## src/rtl/opp_packet_filter.sv

```systemverilog
// Opponent packet filter: validates received opponent-state packets, tracks link
// liveness with a timeout, and confirms remote reset requests over several packets.
module opp_packet_filter #(
  parameter int TIMEOUT_CYCLES = 5000000,
  parameter int RESET_CONFIRM  = 3,
  parameter int COORD_MAX      = 1023,
  parameter int DIR_MAX        = 359
) (
  input  logic        clk_in,
  input  logic        rst_in_n,
  input  logic        axiov,
  input  logic [43:0] axiod,
  output logic [10:0] opp_x,
  output logic [10:0] opp_y,
  output logic [8:0]  opp_dir,
  output logic [2:0]  opp_game,
  output logic        opp_valid,
  output logic        link_up,
  output logic        opp_reset_req,
  output logic [7:0]  drop_count
);

  localparam int TCW = $clog2(TIMEOUT_CYCLES) + 1;
  localparam int RCW = $clog2(RESET_CONFIRM + 1);
  localparam logic [TCW-1:0] T_LAST  = TCW'(TIMEOUT_CYCLES - 1);
  localparam logic [RCW-1:0] RC_LAST = RCW'(RESET_CONFIRM - 1);

  typedef enum logic {LINK_DOWN, LINK_UP} state_t;

  state_t           state;
  logic [TCW-1:0]   tmo_cnt;
  logic [RCW-1:0]   rc_cnt;
  logic [43:0]      last_pkt;

  logic [10:0] pkt_x, pkt_y;
  logic [8:0]  pkt_dir;
  logic [2:0]  pkt_game;
  logic        pkt_flag;
  logic        accept, is_new;

  assign pkt_x    = axiod[43:33];
  assign pkt_y    = axiod[31:21];
  assign pkt_dir  = axiod[19:11];
  assign pkt_game = axiod[7:5];
  assign pkt_flag = axiod[3];

  assign accept = axiov && (axiod != '0) && (int'(pkt_x) <= COORD_MAX) &&
                  (int'(pkt_y) <= COORD_MAX) && (int'(pkt_dir) <= DIR_MAX);
  // Repeats of the last accepted packet keep the link alive without re-announcing it
  assign is_new = (axiod != last_pkt);

  always_ff @(posedge clk_in or negedge rst_in_n) begin
    if (!rst_in_n) begin
      state         <= LINK_DOWN;
      link_up       <= 1'b0;
      tmo_cnt       <= '0;
      rc_cnt        <= '0;
      last_pkt      <= '0;
      opp_x         <= '0;
      opp_y         <= '0;
      opp_dir       <= '0;
      opp_game      <= '0;
      opp_valid     <= 1'b0;
      opp_reset_req <= 1'b0;
      drop_count    <= '0;
    end else begin
      opp_valid     <= 1'b0;
      opp_reset_req <= 1'b0;
      if (axiov && !accept && drop_count != 8'hFF)
        drop_count <= drop_count + 8'd1;

      if (accept) begin
        state   <= LINK_UP;
        link_up <= 1'b1;
        tmo_cnt <= '0;
        if (is_new) begin
          opp_x     <= pkt_x;
          opp_y     <= pkt_y;
          opp_dir   <= pkt_dir;
          opp_game  <= pkt_game;
          last_pkt  <= axiod;
          opp_valid <= 1'b1;
        end
        if (!pkt_flag)
          rc_cnt <= '0;
        else if (rc_cnt == RC_LAST) begin
          rc_cnt        <= '0;
          opp_reset_req <= 1'b1;
        end else
          rc_cnt <= rc_cnt + 1'b1;
      end else if (state == LINK_UP) begin
        // Link loss keeps last position but reports no game in progress
        if (tmo_cnt == T_LAST) begin
          state    <= LINK_DOWN;
          link_up  <= 1'b0;
          tmo_cnt  <= '0;
          opp_game <= '0;
          rc_cnt   <= '0;
        end else
          tmo_cnt <= tmo_cnt + 1'b1;
      end
    end
  end

endmodule

```

## config.mk

```make
export PLATFORM = sky130hd
export DESIGN_NAME = opp_packet_filter
export DESIGN_NICKNAME = d
export VERILOG_FILES = /design/src/rtl/opp_packet_filter.sv
export SDC_FILE = /design/constraint.sdc
export NUM_CORES = 1
export LEC_CHECK = 0
export ABC_AREA = 0
export BUFFER_PORTS_ARGS = -buffer_cell sky130_fd_sc_hd__buf_2
export CAP_MARGIN = 40
export CORE_ASPECT_RATIO = 1.25
export CORE_MARGIN = 2
export CORE_UTILIZATION = 55
export DETAILED_ROUTE_END_ITERATION = 16
export GPL_TIMING_DRIVEN = 0
export PLACE_DENSITY = 0.79
export SETUP_SLACK_MARGIN = 0.15
export SLEW_MARGIN = 20
export SYNTH_ARGS = -nofsm -noshare
export SYNTH_HDL_FRONTEND = slang
export SYNTH_SLANG_ARGS = --single-unit
```

## constraint.sdc

```tcl
create_clock -name clk_in -period 2.57 [get_ports clk_in]
set_input_delay 0.257 -clock clk_in [delete_from_list [all_inputs] [get_ports clk_in]]
set_output_delay 0.257 -clock clk_in [all_outputs]
set_load 0.02 [all_outputs]
```

==> flow_metrics.tcl <==
set metrics [dict create \
    port-buffer-count 91 \
    synth_fp_nets 461 \
    num_rows 37 \
    ant_nets 0 \
    die-area_mm2 0.00897 \
    clock_path_buffers 2 \
    antenna_cells 0 \
    die_w_um 85.1 \
    dr_total_vias 3550 \
    first_pass_iters 4 \
    report.final.hold_viol_count 0 \
    max_slew_margin_pct 67.5 \
    clk_latency_ns 0.35 \
    seq_power_share_pct 44.5 \
    antenna_found_initial 0 \
    core_mm2 0.00810 \
    crit_fanout 10 \
    power.leakage_uw 0.00237 \
    fin_ws_ns 0.289 \
    synth_cell_type_count 39 \
    nFillCells 637 \
    cp_cell_sequence "xnor2_1 > nand4_1 > nor4_1 > nand3_2 > nand2_8 > buf_6 > mux2_2" \
    grt_setup_unrepaired "no" \
    final_util_pct 66.4 \
    ir_worst_vdd_v 0.000478 \
    ioPinCount 92 \
    clock_power_share_pct 25.6 \
    yosysMostFrequentCell "dfrtp_1" \
    ctsHtreeMaxLevel 3 \
    synth_top_cell_area_share_pct 47.0 \
    gp_congestion 0.971 \
    start_util_pct 55.8 \
    vias_per_cell 5.74 \
    cts_tree "yes" \
    cts_sinks 85 \
    max_freq_mhz 438 \
    synth_seq_area_share_pct 47.0 \
    wl_um 10500 \
    synthFlopType "dfrtp_1" \
    outcome "complete, no violations" \
    dp_slack_ns -0.135 \
    end_kind "register" \
    p_total_uw 4170 \
    holdCritPathClass "input pin to register" \
    grtUsageTotal_pct 24.6 \
    syn-instance-count 412 \
    drc 0 \
    hpwl_um 7870 \
    worstSetupPathType "register to register" \
    grt_pass1_vias 3677 \
    p_switching_uw 1340 \
    place_area_mm2 0.00513 \
    crit_required_ns 2.81 \
    grt_pass1_wl_um 17500 \
    critPathMaxStageDelay_ns 0.43 \
    syn_area_per_cell_um2 11.0 \
    synthArstFlopShare_pct 100 \
    drt-initial-drc-count 169 \
    synth_edf_count 0 \
    yosysTopAreaCell "dfrtp_1" \
    crit_buf_inv 1 \
    switching_share_pct 32.0 \
    ys_warn_count 0 \
    min_period_ns 2.28 \
    multi_input_area_mm2 0.00206 \
    cts_setup_buffers 0 \
    stdcell_count 618 \
    skew_ns 0.00886 \
    fin_crit_sh_pct 88.7 \
    synth_common_cells "dfrtp_1 (85), xnor2_1 (50), mux2_2 (37)" \
    pwr-share-comb_pct 29.9 \
    overflow 0 \
    seqCellArea_mm2 0.00213 \
    ys_ff_latch 85 \
    drv_cap 0 \
    cts_buffers 9 \
    setup_viol 0 \
    root_buffer "clkbuf_8" \
    power_density_mw_per_mm2 775 \
    wire_per_inst_um 17.0 \
    final_area_mm2 0.00538 \
    critical-path-top-delay-family "simple AND/OR/NAND/NOR gates" \
    synthToLayoutAreaGrowth_pct 18.9 \
    dp_cells 601 \
    cp.arrival_ns 2.52 \
    cp_slowest_cell "dfrtp_1" \
    layout-drive-gt1-share_pct 37.0 \
    grt_max_degree 53 \
    syn_area_mm2 0.00452 \
    synthTopCellsByArea "dfrtp_1 (47%), xnor2_1 (9.7%), mux2_2 (9.2%)" \
    nNetsFinal 565 \
    cts.clk_slew.worst_paths_ns 0.08 \
    startpoint_type "register" \
    worst_slew_pin_slew_ns 0.487 \
    die_height_um 105 \
    p_int_uw 2830 \
    final_max_slew_viol_count 0 \
]
## area by class of cell
| class | count | area share (%) |
|---|---|---|
| buffer | 46 | 6.16 |
| clock buffer | 13 | 2.95 |
| clock inverter | 3 | 1.26 |
| inverter | 4 | 0.279 |
| multi-input combinational | 277 | 38.3 |
| sequential | 85 | 39.5 |
| tap | 97 | 2.26 |
| timing repair buffer | 93 | 9.21 |
## registers in the layout, indices dropped and copies added (netlist names)
| signal | cells |
|---|---|
| tmo_cnt | 24 |
| last_pkt | 15 |
| opp_x | 11 |
| opp_y | 10 |
| drop_count | 8 |
| opp_dir | 8 |
| opp_game | 3 |
| rc_cnt | 2 |
| link_up | 1 |
| opp_reset_req | 1 |
| opp_valid | 1 |
| state | 1 |
## cells in the final DEF (no fill, tap or decap), types with 5 or more instances in the layout
cell type  synthesis  routed
nand2_1           20      20
and2_1             7       7
a21oi_1           21      21
clkbuf_1           4       5
xnor2_1           50      50
mux2_1             7       7
clkbuf_8           0      11
nor2_1             5       5
nand3_1           11      10
mux2_2            37      37
o21ai_0           18      18
nand4_1           25      25
and3_1             7       7
o31ai_1            7       7
or3_1             14      14
buf_2              5      95
or4_1              7       7
buf_4             32      33
nor4_1            13      12
dfrtp_1           85      85
## power by group through the flow
stage	clock (uW)	sequential [uW]	combinational, uW
6_report	1070	1850	1250
5_1_grt	1130	1900	1360
4_1_cts	1080	1850	1260
3_5_place_dp	0	1880	1250
3_3_place_gp	0	1860	1220
2_1_floorplan	0	1900	799
## metal layers
| layer | vias to the layer above | global-route usage (%) | part of all wire [%] |
|---|---|---|---|
| li1 | 1673 | - | - |
| met1 | 1747 | 29.3 | 41 |
| met2 | 109 | 42.3 | 52 |
| met3 | 21 | 4.31 | 4.8 |
| met4 | 0 | 12.1 | 3.1 |
| met5 | - | 0 | 0 |
## final timing paths
kind / startpoint / to / slack [ns] / cells past startpoint
worst max-delay path: opp_y[2] / opp_y[6] / 0.29 / 7
worst min-delay path: axiod[29] / opp_y[8] / 0.16 / 2
worst max register to register: opp_y[2] / opp_y[6] / 0.29 / 7
worst min register to register: link_up / link_up / 0.48 / 2
max in group asynchronous: rst_in_n / opp_dir[0] / 1.55 / 3
min in group asynchronous: rst_in_n / opp_x[9] / 0.40 / 2
## stage by stage
| stage | setup TNS, ns | hold slack [ns] |
|---|---|---|
| finish | 0 | 0.157 |
| global route | 0 | 0.154 |
| CTS | 0 | 0.147 |
| detailed placement | -5.35 | 0.240 |
| global placement | -3.57 | 0.456 |
| floorplan | 0 | -0.0386 |
## kinds of logic (layout without fill, tap and decap cells)
logic type | after synthesis | count (layout) | synth area share (%)
and+or+nand+nor | 123 | 123 | 16.3
adders and majority gates | 2 | 2 | 0.553
buffers and inverters | 50 | 159 | 7.63
muxes | 44 | 44 | 11.0
DFF | 85 | 85 | 47.0
AOI/OAI and AO/OA | 56 | 56 | 7.41
xor gates and xnor gates | 52 | 52 | 10.1
## what timing repair did
item,CTS,global route
hold buffers,1,0
hold endpoints to repair,33,0
resized for setup,0,4
endpoints found under the setup margin,0,49
Note: power is estimated with default switching activity, not from simulation.
